[config.mk]
export PLATFORM = sky130hd
export DESIGN_NAME = uart_queue_core
export DESIGN_NICKNAME = d
export VERILOG_FILES = /design/src/rtl/uart_queue_core.sv
export SDC_FILE = /design/constraint.sdc
export NUM_CORES = 1
export LEC_CHECK = 0
export CAP_MARGIN = 20
export CORE_ASPECT_RATIO = 0.8
export CORE_UTILIZATION = 63
export DETAILED_ROUTE_END_ITERATION = 10
export GPL_TIMING_DRIVEN = 0
export PLACE_DENSITY = 0.84
export SETUP_SLACK_MARGIN = 0.2
export SYNTH_ARGS = -nofsm -noshare
export SYNTH_HDL_FRONTEND = slang
export SYNTH_SLANG_ARGS = --single-unit
[constraint.sdc]
create_clock -name clk_i -period 17.7 [get_ports clk_i]
set_clock_uncertainty 0.2 [all_clocks]
set_input_delay 3.54 -clock clk_i [delete_from_list [all_inputs] [get_ports clk_i]]
set_output_delay 3.54 -clock clk_i [all_outputs]
set_load 0.02 [all_outputs]
[src/rtl/uart_queue_core.sv]
// rtl/uart_queue_core.sv - 8N1 UART core with rx synchroniser and first-word-fall-through tx/rx byte queues

// Circular first-word-fall-through byte queue; the head is always on data_o.
module uart_queue_fifo #(
   parameter int WIDTH      = 8,
   parameter int DEPTH_LOG2 = 3
) (
   input  logic             clk_i,
   input  logic             rst_i,
   input  logic             push_i,
   input  logic [WIDTH-1:0] data_i,
   input  logic             pop_i,
   output logic [WIDTH-1:0] data_o,
   output logic             empty_o,
   output logic             full_o
);

   localparam int DEPTH = 1 << DEPTH_LOG2;
   localparam logic [DEPTH_LOG2:0] FULL_COUNT = {1'b1, {DEPTH_LOG2{1'b0}}};

   logic [WIDTH-1:0]      mem_q [DEPTH];
   logic [DEPTH_LOG2-1:0] wr_ptr_q;
   logic [DEPTH_LOG2-1:0] rd_ptr_q;
   logic [DEPTH_LOG2:0]   count_q;
   logic                  push_ok_d;
   logic                  pop_ok_d;

   // A push into a full queue is dropped even when a pop happens in the same cycle.
   assign push_ok_d = push_i && (count_q != FULL_COUNT);
   assign pop_ok_d  = pop_i && (count_q != '0);

   assign data_o  = mem_q[rd_ptr_q];
   assign empty_o = (count_q == '0);
   assign full_o  = (count_q == FULL_COUNT);

   // Storage, pointers (wrap naturally at the power-of-two depth) and occupancy.
   always_ff @(posedge clk_i or posedge rst_i) begin
      if (rst_i) begin
         for (int i = 0; i < DEPTH; i++) mem_q[i] <= '0;
         wr_ptr_q <= '0;
         rd_ptr_q <= '0;
         count_q  <= '0;
      end else begin
         if (push_ok_d) begin
            mem_q[wr_ptr_q] <= data_i;
            wr_ptr_q        <= wr_ptr_q + 1'b1;
         end
         if (pop_ok_d) rd_ptr_q <= rd_ptr_q + 1'b1;
         case ({push_ok_d, pop_ok_d})
            2'b10:   count_q <= count_q + 1'b1;
            2'b01:   count_q <= count_q - 1'b1;
            default: count_q <= count_q;
         endcase
      end
   end

endmodule

// Top: serial pins on one side, byte push/pop queue interface on the other.
module uart_queue_core #(
   parameter int CLK_HZ      = 12000000,
   parameter int BAUD        = 115200,
   parameter int QDEPTH_LOG2 = 3
) (
   input  logic       clk_i,
   input  logic       rst_i,
   input  logic       rx_i,
   output logic       tx_o,
   input  logic       txq_we_i,
   input  logic [7:0] tx_byte_i,
   output logic       txq_full_o,
   input  logic       rxq_re_i,
   output logic [7:0] rx_byte_o,
   output logic       rxq_ready_o,
   output logic       rxq_full_o,
   output logic       tx_busy_o
);

   localparam int DIV = CLK_HZ / BAUD;
   localparam int CW  = $clog2(DIV + 1);
   localparam logic [CW-1:0] BIT_RELOAD  = CW'(DIV - 1);
   localparam logic [CW-1:0] HALF_RELOAD = CW'(DIV / 2 - 1);

   typedef enum logic [1:0] {
      S_IDLE,
      S_START,
      S_DATA,
      S_STOP
   } state_e;

   // ---------------- transmit side ----------------
   logic       txq_empty;
   logic [7:0] txq_head;
   logic       tx_pop_d;

   state_e     tx_state_q;
   logic [CW-1:0] tx_cnt_q;
   logic [2:0] tx_bit_q;
   logic [7:0] tx_shift_q;
   logic       tx_q;
   logic       tx_busy_q;

   uart_queue_fifo #(.WIDTH(8), .DEPTH_LOG2(QDEPTH_LOG2)) u_txq (
      .clk_i   (clk_i),
      .rst_i   (rst_i),
      .push_i  (txq_we_i),
      .data_i  (tx_byte_i),
      .pop_i   (tx_pop_d),
      .data_o  (txq_head),
      .empty_o (txq_empty),
      .full_o  (txq_full_o)
   );

   // The transmitter only takes a new byte from IDLE, where tx_busy is already low.
   assign tx_pop_d = (tx_state_q == S_IDLE) && !txq_empty;

   // Transmit FSM: start bit, 8 data bits LSB first, stop bit, each DIV cycles.
   always_ff @(posedge clk_i or posedge rst_i) begin
      if (rst_i) begin
         tx_state_q <= S_IDLE;
         tx_cnt_q   <= '0;
         tx_bit_q   <= '0;
         tx_shift_q <= '0;
         tx_q       <= 1'b1;
         tx_busy_q  <= 1'b0;
      end else begin
         case (tx_state_q)
            S_IDLE: begin
               if (!txq_empty) begin
                  tx_shift_q <= txq_head;
                  tx_q       <= 1'b0;
                  tx_busy_q  <= 1'b1;
                  tx_cnt_q   <= BIT_RELOAD;
                  tx_state_q <= S_START;
               end
            end
            S_START: begin
               if (tx_cnt_q == '0) begin
                  tx_q       <= tx_shift_q[0];
                  tx_shift_q <= {1'b0, tx_shift_q[7:1]};
                  tx_bit_q   <= '0;
                  tx_cnt_q   <= BIT_RELOAD;
                  tx_state_q <= S_DATA;
               end else begin
                  tx_cnt_q <= tx_cnt_q - 1'b1;
               end
            end
            S_DATA: begin
               if (tx_cnt_q == '0) begin
                  tx_cnt_q <= BIT_RELOAD;
                  if (tx_bit_q == 3'd7) begin
                     tx_q       <= 1'b1;
                     tx_state_q <= S_STOP;
                  end else begin
                     tx_q       <= tx_shift_q[0];
                     tx_shift_q <= {1'b0, tx_shift_q[7:1]};
                     tx_bit_q   <= tx_bit_q + 1'b1;
                  end
               end else begin
                  tx_cnt_q <= tx_cnt_q - 1'b1;
               end
            end
            S_STOP: begin
               if (tx_cnt_q == '0) begin
                  tx_busy_q  <= 1'b0;
                  tx_state_q <= S_IDLE;
               end else begin
                  tx_cnt_q <= tx_cnt_q - 1'b1;
               end
            end
            default: tx_state_q <= S_IDLE;
         endcase
      end
   end

   assign tx_o      = tx_q;
   assign tx_busy_o = tx_busy_q;

   // ---------------- receive side ----------------
   logic       rx_meta_q;
   logic       rx_sync_q;
   logic       rx_prev_q;
   logic       rx_fall_d;

   state_e     rx_state_q;
   logic [CW-1:0] rx_cnt_q;
   logic [2:0] rx_bit_q;
   logic [7:0] rx_shift_q;
   logic [7:0] rx_hold_q;
   logic       rx_valid_q;
   logic       rx_push_last_q;
   logic       rx_push_d;
   logic       rxq_empty;

   // Two-flop synchroniser plus a delayed copy for falling-edge detection; idle-high reset.
   always_ff @(posedge clk_i or posedge rst_i) begin
      if (rst_i) begin
         rx_meta_q <= 1'b1;
         rx_sync_q <= 1'b1;
         rx_prev_q <= 1'b1;
      end else begin
         rx_meta_q <= rx_i;
         rx_sync_q <= rx_meta_q;
         rx_prev_q <= rx_sync_q;
      end
   end

   assign rx_fall_d = rx_prev_q && !rx_sync_q;

   // Hand the holding register to the queue when there is room, never on consecutive cycles.
   assign rx_push_d = rx_valid_q && !rxq_full_o && !rx_push_last_q;

   uart_queue_fifo #(.WIDTH(8), .DEPTH_LOG2(QDEPTH_LOG2)) u_rxq (
      .clk_i   (clk_i),
      .rst_i   (rst_i),
      .push_i  (rx_push_d),
      .data_i  (rx_hold_q),
      .pop_i   (rxq_re_i),
      .data_o  (rx_byte_o),
      .empty_o (rxq_empty),
      .full_o  (rxq_full_o)
   );

   assign rxq_ready_o = !rxq_empty;

   // Receive FSM and holding register; a completing byte wins over a same-cycle clear.
   always_ff @(posedge clk_i or posedge rst_i) begin
      if (rst_i) begin
         rx_state_q     <= S_IDLE;
         rx_cnt_q       <= '0;
         rx_bit_q       <= '0;
         rx_shift_q     <= '0;
         rx_hold_q      <= '0;
         rx_valid_q     <= 1'b0;
         rx_push_last_q <= 1'b0;
      end else begin
         rx_push_last_q <= rx_push_d;
         if (rx_push_d) rx_valid_q <= 1'b0;
         case (rx_state_q)
            S_IDLE: begin
               if (rx_fall_d) begin
                  rx_cnt_q   <= HALF_RELOAD;
                  rx_state_q <= S_START;
               end
            end
            S_START: begin
               if (rx_cnt_q == '0) begin
                  if (rx_sync_q) begin
                     rx_state_q <= S_IDLE;
                  end else begin
                     rx_cnt_q   <= BIT_RELOAD;
                     rx_bit_q   <= '0;
                     rx_state_q <= S_DATA;
                  end
               end else begin
                  rx_cnt_q <= rx_cnt_q - 1'b1;
               end
            end
            S_DATA: begin
               if (rx_cnt_q == '0) begin
                  rx_shift_q <= {rx_sync_q, rx_shift_q[7:1]};
                  rx_cnt_q   <= BIT_RELOAD;
                  if (rx_bit_q == 3'd7) rx_state_q <= S_STOP;
                  else                  rx_bit_q   <= rx_bit_q + 1'b1;
               end else begin
                  rx_cnt_q <= rx_cnt_q - 1'b1;
               end
            end
            S_STOP: begin
               if (rx_cnt_q == '0) begin
                  if (rx_sync_q) begin
                     rx_hold_q  <= rx_shift_q;
                     rx_valid_q <= 1'b1;
                  end
                  rx_state_q <= S_IDLE;
               end else begin
                  rx_cnt_q <= rx_cnt_q - 1'b1;
               end
            end
            default: rx_state_q <= S_IDLE;
         endcase
      end
   end

endmodule

==> impl_metrics.json <==
{
  "status": "finished clean",
  "routed_wirelength_um": 19500,
  "report.final.slew_viol_count": 0,
  "crit_path_end_kind": "primary output",
  "final_cells": 962,
  "fin_nets": 799,
  "wl_per_cell_um": 20.3,
  "grt_max_degree": 120,
  "cts_buffers": 21,
  "ys_warn_count": 0,
  "start_util_pct": 64.6,
  "reg2reg_depth": 10,
  "cts.sinks": 203,
  "synth_area_per_cell_um2": 13.7,
  "detail-route-antenna-nets": 0,
  "htree_num_levels": 1,
  "ys_seq_area_share_pct": 52.4,
  "worstPathCellList": "buf_1, clkbuf_1, mux4_2, mux2_2, clkdlybuf4s50_1",
  "crit_family": "buffers and inverters",
  "wl_met3_um": 798,
  "fin_setup_tns_ns": 0,
  "p_seq_share_pct": 38.2,
  "gp_congestion": 0.841,
  "firstDrtPassIters": 5,
  "cp_data_arrival_time_ns": 3.12,
  "swShare_pct": 35.2,
  "rsz0062_at_grt": "false",
  "antenna_found_initial": 0,
  "clock_path_buffers": 3,
  "wl_met1_um": 8670,
  "synth_ff_type": "dfrtp_1",
  "first_global_vias": 6271,
  "critPathBufInv": 3,
  "top_layer": "met4",
  "period_needed_ns": 6.86,
  "comb_power_share_pct": 39.5,
  "ir_drop_mv": 0.0821,
  "leakagePower_uw": 0.00491,
  "slowest_stage": "clkbuf_1",
  "syn_to_final_growth_pct": 11.6,
  "tightest_slew_ns": 0.914,
  "setup-violations-final": 0,
  "synth_top_area_share_pct": 51.3,
  "hold_path_class": "flop to flop",
  "crit_fanout": 10,
  "holdWs_ns": 0.156,
  "hold_depth": 0,
  "criticalPathCategory": "flop to primary output",
  "required_ns": 13.96,
  "clkPwrFrac_pct": 22.3,
  "die_w_um": 141,
  "drive_gt1_share_pct": 31.3,
  "syn-cell-area_um2": 9700,
  "fp.dieArea_um2": 15900,
  "cap_violations": 0,
  "root_buffer": "clkbuf_16",
  "fin_ws_ns": 10.84,
  "netlist_top_cells_area": "dfrtp_1 (51%), mux2_2 (18%), mux4_2 (7.4%), ha_1 (3.5%), mux2i_1 (1.5%)",
  "drtIter0Drc": 384,
  "hold_end": "rx_sync_q",
  "globalRoute.totalOverflow": 0,
  "dpl_worst_slack_ns": 11.39,
  "met2WireLength_um": 9620,
  "io_buffers": 25,
  "p_int_uw": 1160,
  "ys_ff_latch": 203,
  "timing.rr.start": "u_txq.count_q[1]",
  "dp_cells": 924,
  "grt_pass1_wl_um": 32400,
  "drcViolationCount": 0,
  "powerDensity_nw_per_um2": 165,
  "r2r_slack_ns": 14.73,
  "io_pins": 26,
  "synthArstFlopShare_pct": 100,
  "r2r_end": "u_txq.count_q[3]",
  "fin_crit_sh_pct": 38.8,
  "p_sw_uw": 629,
  "cts_tree": "yes",
  "synth_top_area_cell": "dfrtp_1",
  "post-cts-setup-buffers": 0,
  "hold_buffers": 0,
  "hold_violations": 0,
  "synth_edf_count": 0,
  "synth_cells": 709,
  "hp-start": "rx_meta_q",
  "hpwl_um": 12700,
  "synth_cell_types": 60,
  "track_usage_pct": 26.2,
  "worstSetupStartpointType": "flop",
  "diodes": 0,
  "viasPerCell": 6.19,
  "cts.clk_slew.worst_paths_ns": 0.06,
  "fmax_mhz": 146,
  "die_h_um": 113,
  "slew_headroom_pct": 38.8,
  "rows": 40,
  "cts_resized": 0,
  "max_stage_delay_ns": 0.56,
  "clk_latency_ns": 0.49,
  "fp.coreArea_um2": 15000,
  "num_vias": 5952,
  "synth_fp_nets": 750
}
[cell type report]
| class | instances | area [µm²] |
|---|---|---|
| plain buffers | 28 | 124 |
| clock buffers | 34 | 574 |
| clock inverters | 4 | 26.3 |
| fillers | 937 | 4190 |
| inverters | 23 | 96.3 |
| multi-input cells | 455 | 4400 |
| flip-flops and latches | 203 | 5080 |
| well taps | 189 | 236 |
| repair buffers | 26 | 278 |
[per-layer routing]
metal | vias to the layer above | GRT usage, %
met5 | - | 0
met4 | 0 | 7.61
met3 | 35 | 3.72
met2 | 137 | 44.0
met1 | 3084 | 36.2
li1 | 2696 | -
[kinds of logic (layout without fill, tap and decap cells)]
logic type	Yosys count	after routing	share of synthesized area, %
buffers and inverters	51	115	2.19
xor gates and xnor gates	17	17	1.54
AOI/OAI and AO/OA	83	83	5.59
muxes	205	205	27.3
adders and majority gates	28	28	3.69
DFF	203	203	52.4
and+or+nand+nor	122	122	7.24
[power by group through the flow]
stage | clock network, µW | registers [µW] | logic, µW
finish | 397 | 682 | 705
global route | 422 | 699 | 773
CTS | 403 | 681 | 706
detailed placement | 0 | 687 | 699
global placement | 0 | 673 | 656
floorplan | 0 | 663 | 553
[how the worst max path moves through the flow]
stage                            from                          to  slack, ns  cells after the start
floorplan                       rst_i  asynchronous set/reset pin       8.43                      1
global placement                rst_i                 rx_cnt_q[0]       6.41                      2
detailed placement  u_rxq.rd_ptr_q[1]                rx_byte_o[4]      11.39                      5
CTS                 u_rxq.rd_ptr_q[1]                rx_byte_o[5]      10.82                      5
global route        u_rxq.rd_ptr_q[1]                rx_byte_o[1]      10.74                      5
finish              u_rxq.rd_ptr_q[1]                rx_byte_o[7]      10.84                      5
[through the flow]
step,util (%),total power (µW),instance area (µm²)
6_report,72.1,1780,10800
5_1_grt,72.1,1890,10800
4_1_cts,72.1,1790,10800
3_5_place_dp,68.1,1390,10200
3_3_place_gp,67.8,1330,10200
2_1_floorplan,-,1220,9700
[placed cells by master (no fill, tap or decap), types with 15 or more instances in the layout]
cell and n:
mux2_2 157, a21oi_1 22, mux2i_1 15, mux4_2 32
clkbuf_1 27, inv_1 21, clkdlybuf4s50_1 25, nor2_1 32
ha_1 27, dfrtp_1 199, o21ai_0 25, clkbuf_16 21
nand2_1 34
[registers in the layout, indices dropped and copies added, names as in the netlist, 2 cells and up, named ones only]
register        flops
u_txq.mem_q        64
rx_bit_q            3
u_rxq.count_q       4
tx_bit_q            3
u_rxq.wr_ptr_q      3
u_rxq.mem_q        64
u_rxq.rd_ptr_q      3
rx_hold_q           8
u_txq.rd_ptr_q      3
tx_shift_q          8
u_txq.count_q       4
tx_cnt_q            7
u_txq.wr_ptr_q      3
tx_state_q          2
rx_shift_q          8
rx_cnt_q            7
[worst register-to-register path, cell delays in order, from the launching register on]
cell,delay [ns]
dfrtp_1,0.42
nor4_1,0.65
nor2b_1,0.10
clkbuf_1,0.20
ha_1,0.27
ha_1,0.29
a21o_1,0.18
a21oi_1,0.18
xnor2_1,0.14
nor2_1,0.07
xor2_1,0.14
[Yosys cell counts, types with 4 or more instances]
library cell  number
a21o_1             6
a21oi_1           22
and2_1             4
buf_1              5
buf_2              6
clkbuf_1          14
dfrtp_1          199
dfstp_2            4
ha_1              27
inv_1             22
mux2_2           157
mux2i_1           15
mux4_2            32
nand2_1           34
nand2b_1           4
nand3_1           11
nand4b_1           4
nor2_1            32
nor3_1             4
o21ai_0           25
o22a_1             5
xnor2_1            9
xor2_1             8
(Power assumes the default switching activity.)
